## src/rtl/coax_ctrl_pkg.sv

```systemverilog
// coax_ctrl_pkg: shared types and defaults for the coax transfer controller
package coax_ctrl_pkg;
    localparam int WORD_WIDTH           = 10;
    localparam int DEF_FIFO_DEPTH       = 16;
    localparam int DEF_RESPONSE_TIMEOUT = 1100;
    typedef enum logic [2:0] {IDLE, TX_LOAD, TX_DRAIN, RX_WAIT, RX_RECV, DONE} state_e;
endpackage

```

## src/rtl/coax_word_fifo.sv

```systemverilog
// coax_word_fifo: synchronous first-word-fall-through word FIFO
module coax_word_fifo #(
    parameter int DEPTH = 16,
    parameter int WIDTH = 10
) (
    input  logic             clk,
    input  logic             reset,
    input  logic             clr,
    input  logic             wr,
    input  logic [WIDTH-1:0] wdata,
    input  logic             rd,
    output logic [WIDTH-1:0] rdata,
    output logic             full,
    output logic             empty
);
    localparam int AW = $clog2(DEPTH);
    logic [WIDTH-1:0] mem_q [DEPTH];
    logic [AW-1:0]    wptr_q, rptr_q;
    logic [AW:0]      count_q;
    logic             do_wr, do_rd;
    assign empty = count_q == '0;
    assign full  = count_q == (AW+1)'(DEPTH);
    assign do_rd = rd && !empty;
    assign do_wr = wr && (!full || do_rd);
    assign rdata = mem_q[rptr_q];
    // pointers and occupancy; a same-cycle pop frees the slot a push needs when full
    always_ff @(posedge clk) begin
        if (reset || clr) begin
            wptr_q  <= '0;
            rptr_q  <= '0;
            count_q <= '0;
        end else begin
            if (do_wr) wptr_q <= wptr_q + 1'b1;
            if (do_rd) rptr_q <= rptr_q + 1'b1;
            count_q <= count_q + {{AW{1'b0}}, do_wr} - {{AW{1'b0}}, do_rd};
        end
    end
    // word storage, no reset needed since reads are only meaningful when not empty
    always_ff @(posedge clk) begin
        if (do_wr) mem_q[wptr_q] <= wdata;
    end
endmodule

```

## src/rtl/coax_xfer_ctrl.sv

```systemverilog
// coax_xfer_ctrl: sequences a host command frame out to coax_tx and collects the coax_rx response
module coax_xfer_ctrl
    import coax_ctrl_pkg::*;
#(
    parameter int FIFO_DEPTH       = DEF_FIFO_DEPTH,
    parameter int RESPONSE_TIMEOUT = DEF_RESPONSE_TIMEOUT
) (
    input  logic                  clk,
    input  logic                  reset,
    input  logic                  host_tx_wr,
    input  logic [WORD_WIDTH-1:0] host_tx_wdata,
    output logic                  host_tx_full,
    input  logic                  host_start,
    input  logic                  host_rx_rd,
    output logic [WORD_WIDTH-1:0] host_rx_rdata,
    output logic                  host_rx_empty,
    output logic                  busy,
    output logic                  done,
    output logic                  timeout,
    output logic                  overflow,
    output logic                  empty_start,
    output logic                  tx_load,
    output logic [WORD_WIDTH-1:0] tx_data,
    input  logic                  tx_full,
    input  logic                  tx_active,
    input  logic                  rx_active,
    input  logic [WORD_WIDTH-1:0] rx_data,
    input  logic                  rx_data_available,
    output logic                  rx_data_read
);
    localparam int CW = $clog2(RESPONSE_TIMEOUT + 1);
    state_e                state_q, state_d;
    logic                  seen_q, seen_d;
    logic [CW-1:0]         cnt_q, cnt_d;
    logic                  load_prev_q, rd_prev_q;
    logic                  timeout_q, timeout_d, overflow_q, overflow_d, empty_start_q, empty_start_d;
    logic                  rx_clr, rx_push, tx_empty, rx_full;
    logic [WORD_WIDTH-1:0] tx_head;
    assign busy        = !(state_q inside {IDLE, DONE});
    assign done        = state_q == DONE;
    assign timeout     = timeout_q;
    assign overflow    = overflow_q;
    assign empty_start = empty_start_q;
    assign tx_data     = tx_load ? tx_head : '0;
    coax_word_fifo #(.DEPTH(FIFO_DEPTH), .WIDTH(WORD_WIDTH)) u_tx_fifo (
        .clk(clk), .reset(reset), .clr(1'b0),
        .wr(host_tx_wr && !busy), .wdata(host_tx_wdata),
        .rd(tx_load), .rdata(tx_head), .full(host_tx_full), .empty(tx_empty)
    );
    coax_word_fifo #(.DEPTH(FIFO_DEPTH), .WIDTH(WORD_WIDTH)) u_rx_fifo (
        .clk(clk), .reset(reset), .clr(rx_clr),
        .wr(rx_push), .wdata(rx_data),
        .rd(host_rx_rd), .rdata(host_rx_rdata), .full(rx_full), .empty(host_rx_empty)
    );
    // next state and strobes; strobes are gated by reset so an abort issues nothing further
    always_comb begin
        state_d       = state_q;
        seen_d        = seen_q;
        timeout_d     = timeout_q;
        overflow_d    = overflow_q;
        empty_start_d = empty_start_q;
        rx_clr        = 1'b0;
        rx_push       = 1'b0;
        tx_load       = 1'b0;
        rx_data_read  = 1'b0;
        cnt_d         = state_q == RX_WAIT ? cnt_q + 1'b1 : '0;
        case (state_q)
            IDLE: begin
                if (host_start && tx_empty) begin
                    empty_start_d = 1'b1;
                    state_d       = DONE;
                end else if (host_start) begin
                    timeout_d     = 1'b0;
                    overflow_d    = 1'b0;
                    empty_start_d = 1'b0;
                    seen_d        = 1'b0;
                    rx_clr        = 1'b1;
                    state_d       = TX_LOAD;
                end
            end
            TX_LOAD: begin
                tx_load = !tx_empty && !tx_full && !load_prev_q && !reset;
                seen_d  = seen_q || tx_active;
                state_d = tx_empty ? TX_DRAIN : TX_LOAD;
            end
            TX_DRAIN: begin
                seen_d  = seen_q || tx_active;
                state_d = seen_q && !tx_active && !tx_full ? RX_WAIT : TX_DRAIN;
            end
            RX_WAIT: begin
                if (rx_active || rx_data_available) begin
                    state_d = RX_RECV;
                end else if (cnt_q == CW'(RESPONSE_TIMEOUT - 1)) begin
                    timeout_d = 1'b1;
                    state_d   = DONE;
                end
            end
            RX_RECV: begin
                rx_data_read = rx_data_available && !rd_prev_q && !reset;
                rx_push      = rx_data_read && (!rx_full || host_rx_rd);
                overflow_d   = overflow_q || (rx_data_read && rx_full && !host_rx_rd);
                state_d      = !rx_active && !rx_data_available && !rx_data_read ? DONE : RX_RECV;
            end
            default: state_d = IDLE;
        endcase
    end
    // state, flags and strobe history registers
    always_ff @(posedge clk) begin
        if (reset) begin
            state_q       <= IDLE;
            seen_q        <= 1'b0;
            cnt_q         <= '0;
            load_prev_q   <= 1'b0;
            rd_prev_q     <= 1'b0;
            timeout_q     <= 1'b0;
            overflow_q    <= 1'b0;
            empty_start_q <= 1'b0;
        end else begin
            state_q       <= state_d;
            seen_q        <= seen_d;
            cnt_q         <= cnt_d;
            load_prev_q   <= tx_load;
            rd_prev_q     <= rx_data_read;
            timeout_q     <= timeout_d;
            overflow_q    <= overflow_d;
            empty_start_q <= empty_start_d;
        end
    end
endmodule

```

## config.mk

```make
export PLATFORM = sky130hd
export DESIGN_NAME = coax_xfer_ctrl
export DESIGN_NICKNAME = d
export VERILOG_FILES = /design/src/rtl/coax_ctrl_pkg.sv /design/src/rtl/coax_word_fifo.sv /design/src/rtl/coax_xfer_ctrl.sv
export SDC_FILE = /design/constraint.sdc
export NUM_CORES = 1
export LEC_CHECK = 0
export ABC_AREA = 1
export BUFFER_PORTS_ARGS = -buffer_cell sky130_fd_sc_hd__buf_2
export CAP_MARGIN = 20
export CORE_MARGIN = 2
export CORE_UTILIZATION = 48
export CTS_CLUSTER_DIAMETER = 40
export DETAILED_ROUTE_END_ITERATION = 6
export SYNTH_ARGS = -nofsm -noshare
export SYNTH_HDL_FRONTEND = slang
export SYNTH_SLANG_ARGS = --single-unit
```

## constraint.sdc

```tcl
create_clock -name clk -period 3.7 [get_ports clk]
set_input_delay 0.74 -clock clk [delete_from_list [all_inputs] [get_ports clk]]
set_output_delay 0.74 -clock clk [all_outputs]
set_load 0.03 [all_outputs]
```

Word-level counts from Yosys, hierarchy flattened

Memory sizes are Yosys's and may differ from the RTL's. A register that Yosys moved wholly into a read port is not among the register bits.
Cells that the tools add are included.

RAM bits: 320
Memories kept: 2
Register bits after elaboration: 46
Input port bits: 29
Logic and storage cells: 125
Output and inout port bits: 29

Memories:

| name            | depth | width | rd ports | clocked after memory_dff | wr ports | line                 | source |
|---|---|---|---|---|---|---|---|
| u_rx_fifo.mem_q | 16    | 10    | 1        | 1                        | 1        | coax_word_fifo.sv:17 | `logic [WIDTH-1:0] mem_q [DEPTH];` |
| u_tx_fifo.mem_q | 16    | 10    | 1        | 1                        | 1        | coax_word_fifo.sv:17 |  |

Equal/unequal tests: 14
Reduce and logical (&&, ||, !) cells: 54
Muxes and demuxes: 31
Add/subtract/negate cells: 9
Bitwise gates (word level): 1

Operator list:

| cell                                                            | count |
|---|---|
| 1-bit logical AND                                               | 18 |
| 1-bit two-way mux                                               | 17 |
| 4-bit by 1-bit adder with 4-bit output, second input constant   | 4 |
| 4-bit two-way mux                                               | 4 |
| 3-bit one-hot mux with 5 select lines                           | 1 |
| 1-bit zero test                                                 | 14 |
| 3-bit two-way mux                                               | 4 |
| 11-bit by 1-bit adder with 11-bit output, second input constant | 1 |
| 11-bit == test, second input constant                           | 1 |
| 5-bit by 1-bit adder with 5-bit output                          | 2 |
| 5-bit == test, second input constant                            | 2 |
| 5-bit zero test                                                 | 2 |
| 10-bit two-way mux                                              | 1 |
| 2-bit nonzero test                                              | 5 |
| 5-bit by 1-bit subtractor with 5-bit output                     | 2 |
| 1-bit logical OR                                                | 7 |
| 3-bit by 2-bit == test with 1-bit output, second input constant | 2 |
| 3-bit == test, second input constant                            | 2 |
| 2-bit != test, second input constant                            | 3 |
| 1-bit one-hot mux with 2 select lines                           | 3 |
| 3-bit AND reduction                                             | 2 |
| 5-bit AND reduction                                             | 1 |
| 2-bit AND reduction                                             | 2 |
| 2-bit OR reduction                                              | 2 |
| 7 further kinds                                                 | 7 |

Longest topological paths before layout

Depth after elaboration: 11
Gate-level depth with buffers: 18
Depth with buffers taken out: 18

Hierarchy

A second synthesis with hierarchy kept.

Cell total of the unflattened synthesis: 1,725
Area, all modules: 16,802.4 sq um

Modules (own cells, without submodules):

| module         | area each (sq um) | sequential area each (sq um) | cells an instance | instances |
|---|---|---|---|---|
| coax_word_fifo | 7,862.5           | 5,144.9                      | 780               | 2 |
| coax_xfer_ctrl | 1,077.3           | 400.4                        | 165               | 1 |

Least setup slack after synthesis

OpenSTA, ideal clock, no wires.

Kind: in2reg
Start point: input reset
End point: register u_rx_fifo.count_q[4]
Arrival: 2.559 ns
Setup time: 0.115 ns
Setup slack: 1.026 ns
Cell stages on the path: 14
Path through: nor2_1 > nand2_1 > nor2_2 > nand2_2 > inv_2 > ha_1 > inv_1 > fa_1 > nor2_1 > nor2_1 > o21bai_1 > a21oi_1 > o21ai_0 > inv_1

Word-level cells in the longest chain between the ends: 7

RTL lines:

| item                                        | line                  | source |
|---|---|---|
| start: declaration                          | coax_xfer_ctrl.sv:9   | `input logic reset,` |
| 1-bit zero test                             | coax_xfer_ctrl.sv:99  | `rx_data_read = rx_data_available && !rd_prev_q && !reset;` |
| 1-bit logical AND                           | coax_xfer_ctrl.sv:99  |  |
| 1-bit logical AND                           | coax_xfer_ctrl.sv:100 | `rx_push = rx_data_read && (!rx_full \|\| host_rx_rd);` |
| 1-bit two-way mux                           | coax_xfer_ctrl.sv:67  | `case (state_q)` |
| 1-bit logical AND                           | coax_word_fifo.sv:24  | `assign do_wr = wr && (!full \|\| do_rd);` |
| net u_rx_fifo.do_wr                         | coax_word_fifo.sv:20  | `logic do_wr, do_rd;` |
| 5-bit by 1-bit adder with 5-bit output      | coax_word_fifo.sv:35  | `count_q <= count_q + {{AW{1'b0}}, do_wr} - {{AW{1'b0}}, do_rd};` |
| 5-bit by 1-bit subtractor with 5-bit output | coax_word_fifo.sv:35  |  |
| end signal: assignment                      | coax_word_fifo.sv:35  |  |
| end: declaration                            | coax_word_fifo.sv:19  | `logic [AW:0] count_q;` |

The timed path passes the listed nets, and every way through them passes these cells.
A chain may end at the register's enable or synchronous reset.

==> flow_summary_export.csv <==
group,metric,value,unit
clock_tree,postCtsResizedCells,0,
timing,period_share,88.2,%
power_and_ir_drop,pwr-share-clk,38.2,%
timing,fin_crit,3260,ps
power_and_ir_drop,p_leak,6.68,nW
critical_path,critical_path_peak_fanout,80,
layout,layout_common_cells,"edfxtp_1 (320), nand2_1 (280), nand3_1 (186)",
floorplan,fp.dieH,184,um
place,post-dp-hpwl,20.5,mm
layout,area_growth,15.6,%
layout,final_cells,1974,
place,dp.cells,1889,
clock_tree,cts_buffers,46,
yosys,synth_area_leaders,"edfxtp_1 (62%), dfxtp_1 (6.9%), nand2_1 (6.7%), nand3_1 (6.0%), a21oi_1 (3.3%)",
yosys,ys_seq_area_share,68.5,%
layout,mostFrequentLayoutCell,"edfxtp_1",
place,gp_congestion,0.786,
yosys,synth_area_leader_cell,"edfxtp_1",
yosys,async_flop_share,0,%
floorplan,die_x,184,um
critical_path,worstSetupPathType,"reg -> out",
yosys,yosysUniqueCellTypes,36,
detailed_routing,remaining_drc_errors,0,
timing,drv_slew,0,
power_and_ir_drop,intPower,7.98,mW
power_and_ir_drop,switching_share,28.9,%
run_status,status,"complete, no violations",
layout,layout-drive-gt1-share,13.6,%
power_and_ir_drop,power.density,622,nW/um2
global_route,grt_max_degree,81,
clock_tree,clk_pin_slew,60,ps
clock_tree,clock_latency,560,ps
clock_tree,htreeDepth,2,
layout,nNetsFinal,1549,
timing,rsz0062_at_grt,"no",
power_and_ir_drop,peakVddDrop,0.518,mV
detailed_routing,drt-initial-drc-count,935,
detailed_routing,ant_nets,0,
clock_tree,cts_setup_buffers,0,
clock_tree,hold_buffers,0,
detailed_routing,drt_wl_total,34.2,mm
flow_run,maxCapViolations,0,
clock_tree,root_buffer,"clkbuf_16",
yosys,synth_warnings,0,
timing,setup_viol,0,
power_and_ir_drop,sequentialPowerShare,44.2,%
critical_path,worstPathArrival,2520,ps
critical_path,required,2960,ps
detailed_routing,first_pass_iters,5,
worst_hold_path,hp-class,"in -> reg",
floorplan,fp-row-count,66,
clock_tree,cts-root-to-sink-buffers,3,
clock_tree,cts_tree,"done",
timing,max_freq,307,MHz
timing,tightestPinTransition,893,ps
yosys,synth_top_area_share,61.5,%
global_route,grt_first_pass_wirelength,53.4,mm
yosys,synth_edf_count,320,
floorplan,core_area,32300,um2
global_route,grt_pass1_vias,9690,
yosys,synth_seq_cells,374,
global_route,grt_overflow_total,0,
detailed_routing,num_vias,10200,
layout,design_area,18100,um2
yosys,syn-cell-area,15600,um2
place,numPortBuffers,57,
floorplan,dieArea,34000,um2
timing,clock_skew,25.9,ps
detailed_routing,viasPerCell,5.17,
global_route,antenna_found_initial,0,
yosys,netlist_instances,1410,
detailed_routing,wl_per_cell,17.3,um
timing,relSlewSlack,40.5,%
power_and_ir_drop,combPwrFrac,17.6,%
yosys,synth_flop_cell,"edfxtp_1",
global_route,track_usage,20.6,%
yosys,synth_nets,1464,
floorplan,initial_core_util,48.4,%
yosys,syn_avg_cell_area,11.1,um2
critical_path,worstSetupEndpointType,"primary output",
timing,fin_tns_setup,0,ps
timing,hold_viol,0,
clock_tree,clock-sinks,374,
place,placed_area,16600,um2
power_and_ir_drop,net-switching-power,3.25,mW
floorplan,io_pins,58,
critical_path,cp-start-kind,"flip-flop",
==> metal layers <==
metal  up-vias  global-route usage (%)  routed length, um
met2       240                    31.9              15700
met5         -                       0                  0
met1      4860                    30.2              16200
met3        52                    3.38               1630
met4         0                    6.02                696
li1       5045                       -                  -
==> power groups by stage <==
stage	Combinational [mW]	Clock [mW]	Sequential [mW]
after floorplan	1.54	0	4.94
after global placement	1.96	0	5.04
after detailed placement	1.99	0	5.05
after CTS	2.00	4.39	4.96
after global routing	2.24	4.56	4.99
final	1.98	4.30	4.96
==> logic make-up after synthesis <==
| family | Yosys count | synth area share (%) |
|---|---|---|
| AO/OA/AOI/OAI | 200 | 7.21 |
| XOR/XNOR | 8 | 0.449 |
| adder cells (fa/ha/maj) | 25 | 2.10 |
| buffers and inverters | 213 | 5.38 |
| flip-flops | 374 | 68.5 |
| AND/OR/NAND/NOR | 590 | 16.4 |
==> per-stage QoR <==
step	hold WS (ps)	total power, mW	util [%]	worst slack [ps]
floorplan	418	6.48	-	1030
global placement	430	7.01	51.3	571
detailed placement	439	7.04	51.3	514
CTS	421	11.4	55.9	380
global route	432	11.8	55.9	249
finish	444	11.2	55.9	438
==> Yosys cell counts (6+ instances only) <==
cell and n:
a21oi_1 103, buf_1 10, buf_2 25, clkbuf_1 27, dfxtp_1 54, edfxtp_1 320, ha_1 23, inv_1 137
inv_2 8, nand2_1 280, nand2_2 8, nand3_1 186, nand3b_1 6, nor2_1 88, nor3_1 6, o211ai_1 40
o21ai_0 49, xor2_1 6
==> critical path, stage by stage (launching register included) <==
cell and delay [ps]:
dfxtp_2 330, buf_4 670, nand2_1 100, nand3_1 120, nand3_1 110, nand3_1 180, nand2_1 70, nor2_1 130
buf_2 210
==> area by class of cell <==
class	count	area, um2
inverter	149	562
fill	2750	14200
antenna	1	2.50
sequential	374	10700
tap	442	553
multi-input combinational	823	4090
clock inverter	27	255
clock buffer	57	1230
timing repair buffer	101	666
==> registers in the layout, summed over array words and instances, names as in the netlist, 3 cells and up, named ones only <==
register / flops
u_tx_fifo.rptr_q: 4
u_rx_fifo.count_q: 5
u_rx_fifo.mem_q: 160
u_rx_fifo.rptr_q: 4
u_tx_fifo.mem_q: 160
u_tx_fifo.count_q: 5
u_rx_fifo.wptr_q: 4
u_tx_fifo.wptr_q: 4
cnt_q: 11
state_q: 3
==> path summary, 6_finish.rpt <==
path                                         from                              end  slack (ps)  cells past startpoint
setup / recovery                        flip-flop                       tx_data[0]         440                      8
hold / removal                          tx_active              seen_q$_SDFFE_PP0P_         440                      3
setup reg to reg  u_tx_fifo.count_q[2]$_SDFF_PP0_  u_tx_fifo.count_q[4]$_SDFF_PP0_        1000                     13
hold reg to reg               cnt_q[0]$_SDFF_PP0_              cnt_q[0]$_SDFF_PP0_         450                      1
(Power assumes the default switching activity.)
